[config.mk]
export PLATFORM = sky130hd
export DESIGN_NAME = scr1_dmem_router_flat
export DESIGN_NICKNAME = d
export VERILOG_FILES = /design/src/rtl/scr1_dmem_router_pkg.sv /design/src/rtl/scr1_dmem_router_if.sv /design/src/rtl/scr1_dmem_router.sv /design/src/flat_wrapper.sv
export SDC_FILE = /design/constraint.sdc
export NUM_CORES = 1
export LEC_CHECK = 0
export BUFFER_PORTS_ARGS = -buffer_cell sky130_fd_sc_hd__buf_4
export CORE_AREA = 2 2 120 122
export CTS_BUF_LIST = sky130_fd_sc_hd__clkbuf_8 sky130_fd_sc_hd__clkbuf_16
export DETAILED_ROUTE_END_ITERATION = 7
export DIE_AREA = 0 0 122 124
export GPL_TIMING_DRIVEN = 0
export SLEW_MARGIN = 25
export SYNTH_ARGS = -nofsm -noshare
export SYNTH_HDL_FRONTEND = slang
export SYNTH_SLANG_ARGS = --single-unit
[constraint.sdc]
create_clock -name clk -period 1.85 [get_ports clk]
set_input_delay 0.37 -clock clk [delete_from_list [all_inputs] [get_ports clk]]
set_output_delay 0.37 -clock clk [all_outputs]
set_load 0.02 [all_outputs]
[src/rtl/scr1_dmem_router_pkg.sv]
// Shared memif types for the data-memory router: command/width/response enums,
// bus widths, router FSM states and default port-1 decode constants.
package scr1_dmem_router_pkg;

  localparam int SCR1_DMEM_AWIDTH = 32;
  localparam int SCR1_DMEM_DWIDTH = 32;

  typedef enum logic {
    SCR1_MEM_CMD_RD = 1'b0,
    SCR1_MEM_CMD_WR = 1'b1
  } type_scr1_mem_cmd_e;

  typedef enum logic [1:0] {
    SCR1_MEM_WIDTH_BYTE  = 2'b00,
    SCR1_MEM_WIDTH_HWORD = 2'b01,
    SCR1_MEM_WIDTH_WORD  = 2'b10
  } type_scr1_mem_width_e;

  typedef enum logic [1:0] {
    SCR1_MEM_RESP_NOTRDY = 2'b00,
    SCR1_MEM_RESP_RDY_OK = 2'b01,
    SCR1_MEM_RESP_RDY_ER = 2'b10
  } type_scr1_mem_resp_e;

  typedef enum logic {
    SCR1_FSM_ADDR = 1'b0,
    SCR1_FSM_DATA = 1'b1
  } type_scr1_dmem_router_fsm_e;

  localparam logic [SCR1_DMEM_AWIDTH-1:0] SCR1_DMEM_ROUTER_PORT1_MASK    = 32'hFFFF_0000;
  localparam logic [SCR1_DMEM_AWIDTH-1:0] SCR1_DMEM_ROUTER_PORT1_PATTERN = 32'h00F0_0000;

endpackage

[src/rtl/scr1_dmem_router_if.sv]
// Data-memory request/response bus. The master issues requests and consumes
// responses; the slave accepts requests and returns responses.
interface scr1_dmem_router_if;
  import scr1_dmem_router_pkg::*;

  logic                        req;
  type_scr1_mem_cmd_e          cmd;
  type_scr1_mem_width_e        width;
  logic [SCR1_DMEM_AWIDTH-1:0] addr;
  logic [SCR1_DMEM_DWIDTH-1:0] wdata;
  logic                        req_ack;
  logic [SCR1_DMEM_DWIDTH-1:0] rdata;
  type_scr1_mem_resp_e         resp;

  modport master (
    output req, cmd, width, addr, wdata,
    input  req_ack, rdata, resp
  );

  modport slave (
    input  req, cmd, width, addr, wdata,
    output req_ack, rdata, resp
  );

endinterface

[src/rtl/scr1_dmem_router.sv]
// Steers core dmem requests to port 0 (TCM/default) or port 1 (peripherals) by
// address and returns the owning port's response; one transaction in flight.
module scr1_dmem_router
  import scr1_dmem_router_pkg::*;
#(
  parameter logic [SCR1_DMEM_AWIDTH-1:0] PORT1_ADDR_MASK    = SCR1_DMEM_ROUTER_PORT1_MASK,
  parameter logic [SCR1_DMEM_AWIDTH-1:0] PORT1_ADDR_PATTERN = SCR1_DMEM_ROUTER_PORT1_PATTERN
) (
  input  logic                 clk,
  input  logic                 rst_n,
  scr1_dmem_router_if.slave    dmem,
  scr1_dmem_router_if.master   port0,
  scr1_dmem_router_if.master   port1
);

   type_scr1_dmem_router_fsm_e  state;
   logic                        port_sel_r;
   logic                        sel;
   logic                        sel_ack;
   type_scr1_mem_resp_e         sel_resp;
   logic [SCR1_DMEM_DWIDTH-1:0] sel_rdata;
   logic                        can_issue;

   assign sel       = ((dmem.addr & PORT1_ADDR_MASK) == PORT1_ADDR_PATTERN);
   assign sel_ack   = sel        ? port1.req_ack : port0.req_ack;
   assign sel_resp  = port_sel_r ? port1.resp    : port0.resp;
   assign sel_rdata = port_sel_r ? port1.rdata   : port0.rdata;

   // A new request may go out when idle, or in the cycle the owner completes OK.
   assign can_issue = (state == SCR1_FSM_ADDR) || (sel_resp == SCR1_MEM_RESP_RDY_OK);

   assign port0.cmd   = dmem.cmd;
   assign port0.width = dmem.width;
   assign port0.addr  = dmem.addr;
   assign port0.wdata = dmem.wdata;
   assign port1.cmd   = dmem.cmd;
   assign port1.width = dmem.width;
   assign port1.addr  = dmem.addr;
   assign port1.wdata = dmem.wdata;

   always_comb begin
      // NOTE: every output gets a default first so no path leaves it unassigned (no latch).
      dmem.resp    = SCR1_MEM_RESP_NOTRDY;
      dmem.rdata   = '0;
      port0.req    = 1'b0;
      port1.req    = 1'b0;
      dmem.req_ack = 1'b0;
      if (state == SCR1_FSM_DATA) begin
         dmem.resp  = sel_resp;
         dmem.rdata = sel_rdata;
      end
      if (can_issue) begin
         port0.req    = dmem.req & ~sel;
         port1.req    = dmem.req &  sel;
         dmem.req_ack = dmem.req &  sel_ack;
      end
   end

   always_ff @(posedge clk or negedge rst_n) begin
      if (!rst_n) begin
         state      <= SCR1_FSM_ADDR;
         port_sel_r <= 1'b0;
      end else begin
         // NOTE: non-blocking assignments so state and port_sel_r update together at the edge.
         case (state)
            SCR1_FSM_ADDR: begin
               if (dmem.req_ack) begin
                  port_sel_r <= sel;
                  state      <= SCR1_FSM_DATA;
               end
            end
            SCR1_FSM_DATA: begin
               case (sel_resp)
                  SCR1_MEM_RESP_RDY_OK: begin
                     if (dmem.req_ack) port_sel_r <= sel;
                     else              state      <= SCR1_FSM_ADDR;
                  end
                  SCR1_MEM_RESP_RDY_ER: state <= SCR1_FSM_ADDR;
                  default:              state <= SCR1_FSM_DATA;
               endcase
            end
            default: state <= SCR1_FSM_ADDR;
         endcase
      end
   end

endmodule

[src/flat_wrapper.sv]
// flat-port wrapper written by rule: the top's interface ports become plain ports
module scr1_dmem_router_flat import scr1_dmem_router_pkg::*;
#(
  parameter logic [SCR1_DMEM_AWIDTH-1:0] PORT1_ADDR_MASK    = SCR1_DMEM_ROUTER_PORT1_MASK,
  parameter logic [SCR1_DMEM_AWIDTH-1:0] PORT1_ADDR_PATTERN = SCR1_DMEM_ROUTER_PORT1_PATTERN
)
  (clk, rst_n, dmem_req, dmem_cmd, dmem_width, dmem_addr, dmem_wdata, dmem_req_ack, dmem_rdata, dmem_resp, port0_req, port0_cmd, port0_width, port0_addr, port0_wdata, port0_req_ack, port0_rdata, port0_resp, port1_req, port1_cmd, port1_width, port1_addr, port1_wdata, port1_req_ack, port1_rdata, port1_resp);
  scr1_dmem_router_if dmem_i ();
  scr1_dmem_router_if port0_i ();
  scr1_dmem_router_if port1_i ();
  input  logic clk;
  input  logic rst_n;
  input wire logic [$bits(dmem_i.req)-1:0] dmem_req;
  input wire logic [$bits(dmem_i.cmd)-1:0] dmem_cmd;
  input wire logic [$bits(dmem_i.width)-1:0] dmem_width;
  input wire logic [$bits(dmem_i.addr)-1:0] dmem_addr;
  input wire logic [$bits(dmem_i.wdata)-1:0] dmem_wdata;
  output wire logic [$bits(dmem_i.req_ack)-1:0] dmem_req_ack;
  output wire logic [$bits(dmem_i.rdata)-1:0] dmem_rdata;
  output wire logic [$bits(dmem_i.resp)-1:0] dmem_resp;
  output wire logic [$bits(port0_i.req)-1:0] port0_req;
  output wire logic [$bits(port0_i.cmd)-1:0] port0_cmd;
  output wire logic [$bits(port0_i.width)-1:0] port0_width;
  output wire logic [$bits(port0_i.addr)-1:0] port0_addr;
  output wire logic [$bits(port0_i.wdata)-1:0] port0_wdata;
  input wire logic [$bits(port0_i.req_ack)-1:0] port0_req_ack;
  input wire logic [$bits(port0_i.rdata)-1:0] port0_rdata;
  input wire logic [$bits(port0_i.resp)-1:0] port0_resp;
  output wire logic [$bits(port1_i.req)-1:0] port1_req;
  output wire logic [$bits(port1_i.cmd)-1:0] port1_cmd;
  output wire logic [$bits(port1_i.width)-1:0] port1_width;
  output wire logic [$bits(port1_i.addr)-1:0] port1_addr;
  output wire logic [$bits(port1_i.wdata)-1:0] port1_wdata;
  input wire logic [$bits(port1_i.req_ack)-1:0] port1_req_ack;
  input wire logic [$bits(port1_i.rdata)-1:0] port1_rdata;
  input wire logic [$bits(port1_i.resp)-1:0] port1_resp;
  assign dmem_i.req = dmem_req;
  assign dmem_i.cmd = dmem_cmd;
  assign dmem_i.width = dmem_width;
  assign dmem_i.addr = dmem_addr;
  assign dmem_i.wdata = dmem_wdata;
  assign dmem_req_ack = dmem_i.req_ack;
  assign dmem_rdata = dmem_i.rdata;
  assign dmem_resp = dmem_i.resp;
  assign port0_req = port0_i.req;
  assign port0_cmd = port0_i.cmd;
  assign port0_width = port0_i.width;
  assign port0_addr = port0_i.addr;
  assign port0_wdata = port0_i.wdata;
  assign port0_i.req_ack = port0_req_ack;
  assign port0_i.rdata = port0_rdata;
  assign port0_i.resp = port0_resp;
  assign port1_req = port1_i.req;
  assign port1_cmd = port1_i.cmd;
  assign port1_width = port1_i.width;
  assign port1_addr = port1_i.addr;
  assign port1_wdata = port1_i.wdata;
  assign port1_i.req_ack = port1_req_ack;
  assign port1_i.rdata = port1_rdata;
  assign port1_i.resp = port1_resp;
  scr1_dmem_router #(.PORT1_ADDR_MASK(PORT1_ADDR_MASK), .PORT1_ADDR_PATTERN(PORT1_ADDR_PATTERN)) u_core (.clk(clk), .rst_n(rst_n), .dmem(dmem_i), .port0(port0_i), .port1(port1_i));
endmodule
==> flow_metrics.py, run 1 <==
metrics = {
    "status": {
        "outcome": "completed",
    },
    "routing": {
        "routed_wire_length_per_instance_um": 12.2,
        "post-route-drc-count": 0,
        "routed_wl_um": 8390,
        "drt_pre_antenna_iters": 4,
        "total_number_of_vias": 2359,
        "number_of_design_rule_violations_left_by_the_first_detailed_router_iteration": 38,
        "detail_route.vias_per_cell": 3.43,
        "detail-route-antenna-nets": 0,
    },
    "sta": {
        "tightest_slew_ps": 403,
        "report.final.slew_viol_count": 0,
        "timing.slew.headroom_pct": 72.8,
        "unrepaired_setup_endpoints_after_global_routing": "yes",
        "maxClockFrequency_mhz": 557,
        "fin_skew_ps": 0.437,
        "holdWs_ps": 407,
        "setup_ws_ps": 55.9,
        "setup_viol_count_final": 0,
        "finalWorstPathRequiredPeriod_ps": 1790,
        "fin_crit_sh_pct": 97.0,
        "report.final.hold_viol_count": 0,
    },
    "power": {
        "ir_worst_vdd_v": 0.000226,
        "total_power_w": 0.00158,
        "internal_power_w": 0.000954,
        "power.leakage_nw": 2.26,
        "cellPowerDensity_nw_per_um2": 380,
        "power.share.sequential_pct": 3.2,
        "total_switching_power_w": 0.000626,
        "switching_share_pct": 39.6,
        "combPwrFrac_pct": 75.7,
        "power.share.clock_pct": 21.0,
    },
    "setup_path": {
        "critical_path_required_ps": 1480,
        "reg2reg_setup_slack_ps": 240,
        "rr_endpoint": "u_core.port_sel_r",
        "cp_max_fo": 4,
        "regToRegStartpoint": "u_core.port_sel_r",
        "cp_data_arrival_time_ps": 1420,
        "critPathKind": "in2out",
        "timing.critical_path.to_type": "output pin",
        "rr_worst_depth": 6,
        "worst_setup_path_start_kind": "input port",
    },
    "min_path": {
        "worst_hold_endpoint": "u_core.port_sel_r",
        "min_delay_path_depth": 2,
        "timing.hold.worst.class": "in2reg",
        "hp-start": "port1_req_ack",
    },
    "logic_synthesis": {
        "synth-warning-count": 0,
        "synth_top_flop_cell": "sky130_fd_sc_hd__dfrtp_1",
        "netlist_top_cells_count": "sky130_fd_sc_hd__buf_4, sky130_fd_sc_hd__nor2_1, sky130_fd_sc_hd__mux2i_1, sky130_fd_sc_hd__nand2_1",
        "yosys.area.top_type": "sky130_fd_sc_hd__buf_4",
        "ys_ff_latch": 2,
        "synth.area.top_cells": "sky130_fd_sc_hd__buf_4, sky130_fd_sc_hd__mux2i_1, sky130_fd_sc_hd__nor2_1",
        "yosysUniqueCellTypes": 26,
        "most_repeated_cell_in_the_gate_level_netlist_after_synthesis": "sky130_fd_sc_hd__buf_4",
        "synth_edf_count": 0,
        "netlist_instances": 238,
        "synthDominantCellAreaShare_pct": 56.9,
        "synthesis.area_per_instance_um2": 7.42,
        "synth.net_count": 378,
        "yosysSeqAreaShare_pct": 2.83,
        "postSynth.asyncResetShare_pct": 100,
        "synthesis.area_um2": 1770,
    },
    "floorplanning": {
        "initial_core_utilization_pct": 12.9,
        "die-area_um2": 15100,
        "die_height_um": 124,
        "area_of_the_core_region_um2": 13700,
        "die_width_um": 122,
        "ios": 311,
        "floorplan.rows": 43,
    },
    "grt": {
        "number_of_antenna_violations_at_the_first_check_in_global_routing": 1,
        "grt_overflow": 0,
        "all_layer_global_routing_usage_pct": 9.23,
        "grt_first_pass_wirelength_um": 10900,
        "maximum_number_of_pins_on_one_net_before_global_route_repair": 11,
        "grt_pass1_vias": 2214,
    },
    "final_layout": {
        "finalNonFillerCells": 688,
        "synthToLayoutAreaGrowth_pct": 135,
        "final_net_count": 650,
        "number_of_antenna_diodes": 0,
        "final_layout_size_suffix_gt1_share_pct": 82.3,
    },
    "placed_design": {
        "pre_cts_slack_ps": 20.5,
        "placed_cells": 677,
        "dp_hpwl_um": 7530,
        "port_buffers": 259,
        "gp_congestion": 0.799,
    },
    "cts": {
        "clock_sink_count": 2,
        "clk_root_buffer_cell": "sky130_fd_sc_hd__clkbuf_16",
        "clock_path_buffers": 2,
        "cts_tree": "built",
        "cts.reportedPaths.clkPinSlew_ps": 30,
        "insertion_delay_ps": 220,
        "cts_buffers": 3,
        "cts_max_level": 1,
    },
    "job": {
        "drv.max_cap_violation_count": 0,
    },
}
critical path, cell delays in order:
cell and delay [ps]:
sky130_fd_sc_hd__buf_4 130, sky130_fd_sc_hd__nor4b_4 290, sky130_fd_sc_hd__nand4_2 190, sky130_fd_sc_hd__mux2i_1 160
sky130_fd_sc_hd__nor2_1 120, sky130_fd_sc_hd__buf_4 160
layer usage:
metal / global-route usage [%] / vias to the layer above / wire length [um]
li1: - / 1176 / -
met1: 10.1 / 1021 / 2780
met2: 18.3 / 154 / 4670
met3: 1.97 / 6 / 890
met4: 1.72 / 2 / 37
met5: 0 / - / 13
state kept, by name, summed over array words and instances (netlist names):
register and cells:
u_core.port_sel_r 1, u_core.state 1
cell usage in the layout, fill, tap and decap left out, types with 2 or more instances in the layout:
cell,n
sky130_fd_sc_hd__mux2i_1,35
sky130_fd_sc_hd__and4b_1,2
sky130_fd_sc_hd__buf_4,399
sky130_fd_sc_hd__buf_6,4
sky130_fd_sc_hd__clkbuf_16,3
sky130_fd_sc_hd__nor2_1,36
sky130_fd_sc_hd__clkbuf_2,2
sky130_fd_sc_hd__nand2_1,4
sky130_fd_sc_hd__dfrtp_1,2
sky130_fd_sc_hd__nor4_4,2
final cells by class:
| cell class | count | area (um^2) |
|---|---|---|
| fillers | 1494 | 9570 |
| plain buffers | 141 | 1070 |
| clock buffers | 3 | 75.1 |
| repair buffers | 267 | 2010 |
| inverters | 1 | 3.75 |
| flip-flops and latches | 2 | 50.0 |
| well taps | 180 | 225 |
| multi-input cells | 94 | 714 |
worst max path at each step:
| stage | start | to | slack [ps] | cells past startpoint |
|---|---|---|---|---|
| finish | dmem_addr[17] | dmem_req_ack | 60 | 6 |
| global route | u_core.port_sel_r | port1_req | -10 | 5 |
| CTS | u_core.port_sel_r | dmem_rdata[15] | -60 | 5 |
| detailed placement | u_core.state | dmem_rdata[19] | 20 | 4 |
| global placement | u_core.state | dmem_rdata[19] | 9 | 4 |
| floorplan | dmem_addr[26] | dmem_req_ack | 220 | 4 |
metrics by stage:
stage,utilization (%),area [um^2],TNS (ps)
after detailed placement,28.7,3940,0
after floorplan,-,1770,0
final,30.3,4150,0
after CTS,29.5,4050,-256
after global placement,28.7,3940,0
after global routing,30.3,4150,-23.9
logic make-up (layout without fill, tap and decap cells):
kind of cell	after synthesis	in the layout	synth area share [%]
flops	2	2	2.83
buf+inv	142	412	59.3
mux	35	35	19.8
compound gates	3	3	1.20
simple gates	56	56	16.9
timing repair:
action,in CTS,in global routing
setup buffers,1,6
endpoints found under the hold margin,2,0
resized for setup,8,12
hold buffers,1,0
pin swaps,1,3
endpoints found under the setup margin,33,32
power by group through the flow:
stage | clock network (W) | registers [W] | logic [W]
2_1_floorplan | 0 | 0.0000505 | 0.000634
3_3_place_gp | 0 | 0.0000516 | 0.00119
3_5_place_dp | 0 | 0.0000515 | 0.00119
4_1_cts | 0.000340 | 0.0000512 | 0.00120
5_1_grt | 0.000345 | 0.0000514 | 0.00127
6_report | 0.000332 | 0.0000511 | 0.00120
Power figures use the tool's default switching activity.
==> inputs of run 2 (changes only) <==
--- a/config.mk
+++ b/config.mk
@@ -5,12 +5,14 @@
 export SDC_FILE = /design/constraint.sdc
 export NUM_CORES = 1
 export LEC_CHECK = 0
+export ABC_AREA = 1
 export BUFFER_PORTS_ARGS = -buffer_cell sky130_fd_sc_hd__buf_4
-export CORE_AREA = 2 2 120 122
+export CORE_AREA = 2 2 121 123
 export CTS_BUF_LIST = sky130_fd_sc_hd__clkbuf_8 sky130_fd_sc_hd__clkbuf_16
 export DETAILED_ROUTE_END_ITERATION = 7
-export DIE_AREA = 0 0 122 124
+export DIE_AREA = 0 0 123 125
 export GPL_TIMING_DRIVEN = 0
+export REMOVE_ABC_BUFFERS = 1
 export SLEW_MARGIN = 25
 export SYNTH_ARGS = -nofsm -noshare
 export SYNTH_HDL_FRONTEND = slang
==> run 2 against run 1 <==
  * The run now ends with negative setup slack left
  * Maximum frequency is 8.6% lower
  * Cell count down 27%
  * Highest routed layer unchanged
  * Sequential share of layout area is 1.3 points higher
  * Clock-buffer cell count did not move
  * Power fell by 36%
  * Global-route usage rose by 8.8 points
  * Register-to-register slack better by 110 ps
  * Worst hold slack improved by 36 ps
==> flow_metrics.py, run 2 <==
metrics = {
    "logic_synthesis": {
        "synthDominantCellAreaShare_pct": 58.3,
        "yosysSeqAreaShare_pct": 2.90,
        "synth_edf_count": 0,
        "yosysUniqueCellTypes": 20,
        "netlist_top_cells_count": "sky130_fd_sc_hd__buf_4, sky130_fd_sc_hd__nor2_1, sky130_fd_sc_hd__o21ai_0, sky130_fd_sc_hd__nand2_1",
        "yosys.area.top_type": "sky130_fd_sc_hd__buf_4",
        "synth_top_flop_cell": "sky130_fd_sc_hd__dfrtp_1",
        "ys_ff_latch": 2,
        "postSynth.asyncResetShare_pct": 100,
        "netlist_instances": 289,
        "most_repeated_cell_in_the_gate_level_netlist_after_synthesis": "sky130_fd_sc_hd__buf_4",
        "synth-warning-count": 0,
        "synthesis.area_um2": 1720,
        "synthesis.area_per_instance_um2": 5.97,
        "synth.area.top_cells": "sky130_fd_sc_hd__buf_4, sky130_fd_sc_hd__nor2_1, sky130_fd_sc_hd__o21ai_0",
    },
    "routing": {
        "drt_pre_antenna_iters": 5,
        "post-route-drc-count": 0,
        "routed_wire_length_per_instance_um": 29.3,
        "routed_wl_um": 14800,
        "total_number_of_vias": 1916,
        "number_of_design_rule_violations_left_by_the_first_detailed_router_iteration": 94,
        "detail_route.vias_per_cell": 3.79,
        "detail-route-antenna-nets": 0,
    },
    "floorplanning": {
        "ios": 311,
        "floorplan.rows": 44,
        "area_of_the_core_region_um2": 14200,
        "die_width_um": 123,
        "die_height_um": 125,
        "initial_core_utilization_pct": 12.1,
        "die-area_um2": 15400,
    },
    "cts": {
        "clock_sink_count": 2,
        "cts_tree": "built",
        "cts.reportedPaths.clkPinSlew_ps": 30,
        "cts_max_level": 1,
        "clk_root_buffer_cell": "sky130_fd_sc_hd__clkbuf_16",
        "clock_path_buffers": 2,
        "insertion_delay_ps": 220,
        "cts_buffers": 3,
    },
    "power": {
        "cellPowerDensity_nw_per_um2": 429,
        "power.leakage_nw": 1.26,
        "ir_worst_vdd_v": 0.000169,
    },
    "final_layout": {
        "mostFrequentLayoutCell": "sky130_fd_sc_hd__buf_4",
        "number_of_antenna_diodes": 0,
        "fillerInstances": 1693,
        "multi_input_area_um2": 592,
        "synthToLayoutAreaGrowth_pct": 35.6,
        "final_net_count": 463,
        "final_cell_mix": "sky130_fd_sc_hd__buf_4, sky130_fd_sc_hd__nor2_1, sky130_fd_sc_hd__o21ai_0",
        "final_layout_size_suffix_gt1_share_pct": 58.6,
        "regArea_um2": 57.6,
        "layout_top_registers": "u_core.port_sel_r x1, u_core.state x1",
    },
    "placed_design": {
        "pre_cts_slack_ps": -651,
        "dp_hpwl_um": 12600,
        "gp_congestion": 0.909,
        "port_buffers": 157,
    },
    "sta": {
        "setup_viol_count_final": 18,
        "fin_skew_ps": 0.519,
        "unrepaired_setup_endpoints_after_global_routing": "yes",
        "setup_ws_ps": -113,
        "tightest_slew_ps": 416,
        "timing.slew.headroom_pct": 72.2,
        "report.final.slew_viol_count": 0,
        "finalWorstPathRequiredPeriod_ps": 1960,
        "maxClockFrequency_mhz": 509,
        "tns_ps": -455,
        "fin_crit_sh_pct": 106,
        "report.final.hold_viol_count": 0,
    },
    "setup_path": {
        "cp_max_fo": 5,
        "regToRegStartpoint": "u_core.port_sel_r",
        "rr_endpoint": "u_core.port_sel_r",
        "timing.critical_path.to_type": "output pin",
        "cp-startpoint": "u_core.port_sel_r",
        "critPathKind": "reg2out",
        "critical_path_required_ps": 1480,
        "crit_end": "port0_req",
        "cp_data_arrival_time_ps": 1590,
        "worst_setup_path_start_kind": "flip-flop",
        "reg2reg_setup_slack_ps": 350,
        "rr_worst_depth": 9,
    },
    "grt": {
        "grt_first_pass_wirelength_um": 17800,
        "grt_pass1_vias": 1791,
        "all_layer_global_routing_usage_pct": 18.0,
        "maximum_number_of_pins_on_one_net_before_global_route_repair": 36,
        "number_of_antenna_violations_at_the_first_check_in_global_routing": 0,
        "grt_overflow": 0,
    },
    "status": {
        "violations_in_the_final_reports": "negative setup slack",
        "outcome": "finished with violations",
    },
    "min_path": {
        "timing.hold.worst.class": "in2reg",
        "min_delay_path_depth": 3,
    },
    "job": {
        "drv.max_cap_violation_count": 0,
    },
}
-- run 2: cell count changes after synthesis, moves of 2 or more --
cell and change:
sky130_fd_sc_hd__clkbuf_1 +4, sky130_fd_sc_hd__and4b_1 -2, sky130_fd_sc_hd__inv_1 +7, sky130_fd_sc_hd__mux2i_1 -35, sky130_fd_sc_hd__nor3_2 +2, sky130_fd_sc_hd__o21ai_0 +32, sky130_fd_sc_hd__nand2_1 +13, sky130_fd_sc_hd__nor2_1 +37
-- run 2: worst min path at each step --
stage / startpoint / end / slack, ps
finish: dmem_req / u_core.port_sel_r / 440
global route: dmem_req / u_core.port_sel_r / 460
CTS: dmem_req / u_core.port_sel_r / 450
detailed placement: rst_n / u_core.port_sel_r / 160
global placement: rst_n / u_core.port_sel_r / 150
floorplan: rst_n / u_core.port_sel_r / 70
-- run 2: cells by family (layout without fill, tap and decap cells) --
family	after synthesis	count (layout)	synth area share, %
simple gates	100	100	24.0
compound gates	33	33	9.80
buf+inv	154	186	63.3
flops	2	2	2.90
-- run 2: cell type report --
cell class	count	area share, %
Timing Repair Buffer	172	56.3
Multi-Input combinational cell	133	25.3
Tap cell	184	9.84
Clock buffer	3	3.21
Sequential cell	2	2.46
Inverter	10	2.14
Timing Repair inverter	1	0.696
-- run 2: stage by stage --
step	cell area [um^2]	total power, W	hold slack, ps	utilization (%)	cells
4_1_cts	2260	0.00100	453	15.9	498
2_1_floorplan	671	0.000254	74.4	-	145
3_5_place_dp	2080	0.000664	155	14.7	486
5_1_grt	2340	0.00107	456	16.5	505
6_report	2340	0.00100	443	16.5	505
3_3_place_gp	2080	0.000661	153	14.6	486
-- run 2: layer usage --
metal / GRT usage [%] / up-vias / wire length [um] / part of all wire, %
met2: 30.2 / 296 / 6890 / 47
li1: - / 821 / - / -
met5: 4.28 / - / 45 / 0.30
met4: 2.21 / 2 / 154 / 1.0
met3: 22.9 / 10 / 4200 / 28
met1: 12.3 / 787 / 3510 / 24
-- run 2: timing repair --
action	4_1_cts	5_1_grt
pin swaps	2	0
cloned	1	0
setup endpoints to repair	39	36
hold endpoints to repair	2	0
hold buffers	1	0
setup buffers	7	7
gates resized for setup	6	9
-- run 2: worst max-delay path, stage by stage (launching register included) --
cell and delay [ps]:
sky130_fd_sc_hd__dfrtp_4 550, sky130_fd_sc_hd__or2_1 240, sky130_fd_sc_hd__o21ai_2 80, sky130_fd_sc_hd__nand2_2 90, sky130_fd_sc_hd__nand2_4 80, sky130_fd_sc_hd__inv_2 50
sky130_fd_sc_hd__nor3_2 100, sky130_fd_sc_hd__buf_4 170
-- run 2: power breakdown --
group / internal, W / switching, W
clock: 0.000275 / 0.0000488
sequential: 0.0000493 / 0.0000374
combinational: 0.000305 / 0.000288
total: 0.000629 / 0.000374
==> inputs of run 3 (changes only) <==
--- a/config.mk
+++ b/config.mk
@@ -5,12 +5,11 @@
 export SDC_FILE = /design/constraint.sdc
 export NUM_CORES = 1
 export LEC_CHECK = 0
-export ABC_AREA = 1
 export BUFFER_PORTS_ARGS = -buffer_cell sky130_fd_sc_hd__buf_4
-export CORE_AREA = 2 2 121 123
+export CORE_AREA = 2 2 120 122
 export CTS_BUF_LIST = sky130_fd_sc_hd__clkbuf_8 sky130_fd_sc_hd__clkbuf_16
 export DETAILED_ROUTE_END_ITERATION = 7
-export DIE_AREA = 0 0 123 125
+export DIE_AREA = 0 0 122 124
 export GPL_TIMING_DRIVEN = 0
 export REMOVE_ABC_BUFFERS = 1
 export SLEW_MARGIN = 25
==> run 3 against run 2 <==
  * The flow still finishes with violations (negative setup slack)
  * Setup slack improved by 26 ps
  * Clock skew increased by 2.9 ps
  * Global-route usage decreased by 0.34 points
  * Worst hold slack got worse by 23 ps
  * First-iteration DRC count decreased by 37%
  * Cell count decreased by 12%
==> flow_metrics.py, run 3 (same netlist as run 1, synthesis figures left out) <==
metrics = {
    "final_layout": {
        "mostFrequentLayoutCell": "sky130_fd_sc_hd__buf_4",
        "synthToLayoutAreaGrowth_pct": 31.8,
        "number_of_antenna_diodes": 0,
        "fillerInstances": 1550,
        "final_layout_size_suffix_gt1_share_pct": 67.0,
        "layout_top_registers": "u_core.port_sel_r x1, u_core.state x1",
        "final_cell_mix": "sky130_fd_sc_hd__buf_4, sky130_fd_sc_hd__nor2_1, sky130_fd_sc_hd__mux2i_1",
        "finalCoreUtilization_pct": 17.0,
        "final_net_count": 405,
        "finalNonFillerCells": 444,
    },
    "status": {
        "violations_in_the_final_reports": "negative setup slack",
        "outcome": "finished with violations",
    },
    "sta": {
        "holdWs_ps": 420,
        "report.final.hold_viol_count": 0,
        "fin_crit_sh_pct": 105,
        "tightest_slew_ps": 404,
        "maxClockFrequency_mhz": 516,
        "finalWorstPathRequiredPeriod_ps": 1940,
        "tns_ps": -227,
        "report.final.slew_viol_count": 0,
        "setup_ws_ps": -87.3,
        "unrepaired_setup_endpoints_after_global_routing": "yes",
        "timing.slew.headroom_pct": 73.1,
        "setup_viol_count_final": 6,
        "fin_skew_ps": 3.45,
    },
    "setup_path": {
        "critPathKind": "reg2out",
        "cp_data_arrival_time_ps": 1570,
        "timing.critical_path.to_type": "output pin",
        "critical_path_required_ps": 1480,
        "worst_setup_path_start_kind": "flip-flop",
        "cp_max_fo": 4,
    },
    "cts": {
        "cts_max_level": 1,
        "clock_path_buffers": 2,
        "insertion_delay_ps": 220,
        "clock_sink_count": 2,
        "cts_tree": "built",
        "cts_buffers": 3,
        "cts.reportedPaths.clkPinSlew_ps": 30,
        "clk_root_buffer_cell": "sky130_fd_sc_hd__clkbuf_16",
    },
    "routing": {
        "total_number_of_vias": 1674,
        "post-route-drc-count": 0,
        "routed_wl_um": 14400,
        "drt_pre_antenna_iters": 4,
        "detail_route.vias_per_cell": 3.77,
        "detail-route-antenna-nets": 0,
        "routed_wire_length_per_instance_um": 32.5,
        "number_of_design_rule_violations_left_by_the_first_detailed_router_iteration": 59,
    },
    "grt": {
        "all_layer_global_routing_usage_pct": 17.7,
        "grt_first_pass_wirelength_um": 17000,
        "grt_overflow": 0,
        "maximum_number_of_pins_on_one_net_before_global_route_repair": 37,
        "number_of_antenna_violations_at_the_first_check_in_global_routing": 0,
        "grt_pass1_vias": 1647,
    },
    "floorplanning": {
        "die_width_um": 122,
        "ios": 311,
        "floorplan.rows": 43,
        "initial_core_utilization_pct": 12.9,
        "die-area_um2": 15100,
        "area_of_the_core_region_um2": 13700,
        "die_height_um": 124,
    },
    "min_path": {
        "timing.hold.worst.class": "in2reg",
    },
    "placed_design": {
        "dp_hpwl_um": 13300,
        "port_buffers": 157,
        "placed_cells": 435,
        "gp_congestion": 0.896,
    },
    "power": {
        "ir_worst_vdd_v": 0.000178,
        "power.leakage_nw": 1.09,
        "power.share.sequential_pct": 5.1,
        "total_power_w": 0.00103,
        "internal_power_w": 0.000633,
        "cellPowerDensity_nw_per_um2": 442,
        "switching_share_pct": 38.6,
        "combPwrFrac_pct": 62.2,
        "total_switching_power_w": 0.000398,
        "power.share.clock_pct": 32.7,
    },
    "job": {
        "drv.max_cap_violation_count": 0,
    },
}
-- run 3: area by class of cell --
type	instances	area (um^2)	area share, %
Timing Repair Buffer	163	1260	54.3
Multi-Input combinational cell	94	699	30.0
Tap cell	180	225	9.67
Clock buffer	3	75.1	3.22
Sequential cell	2	53.8	2.31
Inverter	1	6.26	0.269
Clock inverter	1	3.75	0.161
-- run 3: final timing paths --
check	end	slack, ps	startpoint	depth (start not counted)
setup / recovery	port0_req	-90	u_core.port_sel_r	5
hold / removal	u_core.port_sel_r	420	port1_req_ack	2
setup reg to reg	u_core.state	100	u_core.port_sel_r	5
hold reg to reg	u_core.port_sel_r	720	u_core.state	3
max in group asynchronous	u_core.port_sel_r	1240	rst_n	2
min in group asynchronous	u_core.port_sel_r	500	rst_n	2
-- run 3: power by group through the flow --
stage / registers [W] / clock network, W / logic (W)
floorplan: 0.0000506 / 0 / 0.000205
global placement: 0.0000514 / 0 / 0.000627
detailed placement: 0.0000515 / 0 / 0.000636
CTS: 0.0000523 / 0.000342 / 0.000646
global route: 0.0000530 / 0.000351 / 0.000684
finish: 0.0000524 / 0.000337 / 0.000641
-- run 3: per-stage QoR --
stage | area [um^2] | worst slack [ps]
2_1_floorplan | 723 | -621
3_3_place_gp | 2130 | -1140
3_5_place_dp | 2160 | -406
4_1_cts | 2310 | -95.6
5_1_grt | 2330 | -133
6_report | 2330 | -87.3
-- run 3: layer usage --
layer	global-route usage [%]	up-vias	wire, um
met5	13.5	-	280
met4	5.17	7	429
met3	22.5	15	4070
met2	28.9	278	6680
met1	11.0	685	2990
li1	-	689	-
-- run 3: repair_timing --
| action | 4_1_cts | 5_1_grt |
|---|---|---|
| resized for setup | 8 | 4 |
| hold buffers | 1 | 0 |
| buffers inserted | 4 | 0 |
| endpoints found under the setup margin | 38 | 27 |
| pin swaps | 2 | 1 |
| hold endpoints to repair | 2 | 0 |
-- run 3: worst max-delay path, stage by stage, from the launching register on --
cell and delay [ps]:
sky130_fd_sc_hd__dfrtp_4 510, sky130_fd_sc_hd__buf_16 140, sky130_fd_sc_hd__and3b_2 210, sky130_fd_sc_hd__o31ai_4 230
sky130_fd_sc_hd__nor2b_1 90, sky130_fd_sc_hd__buf_4 160
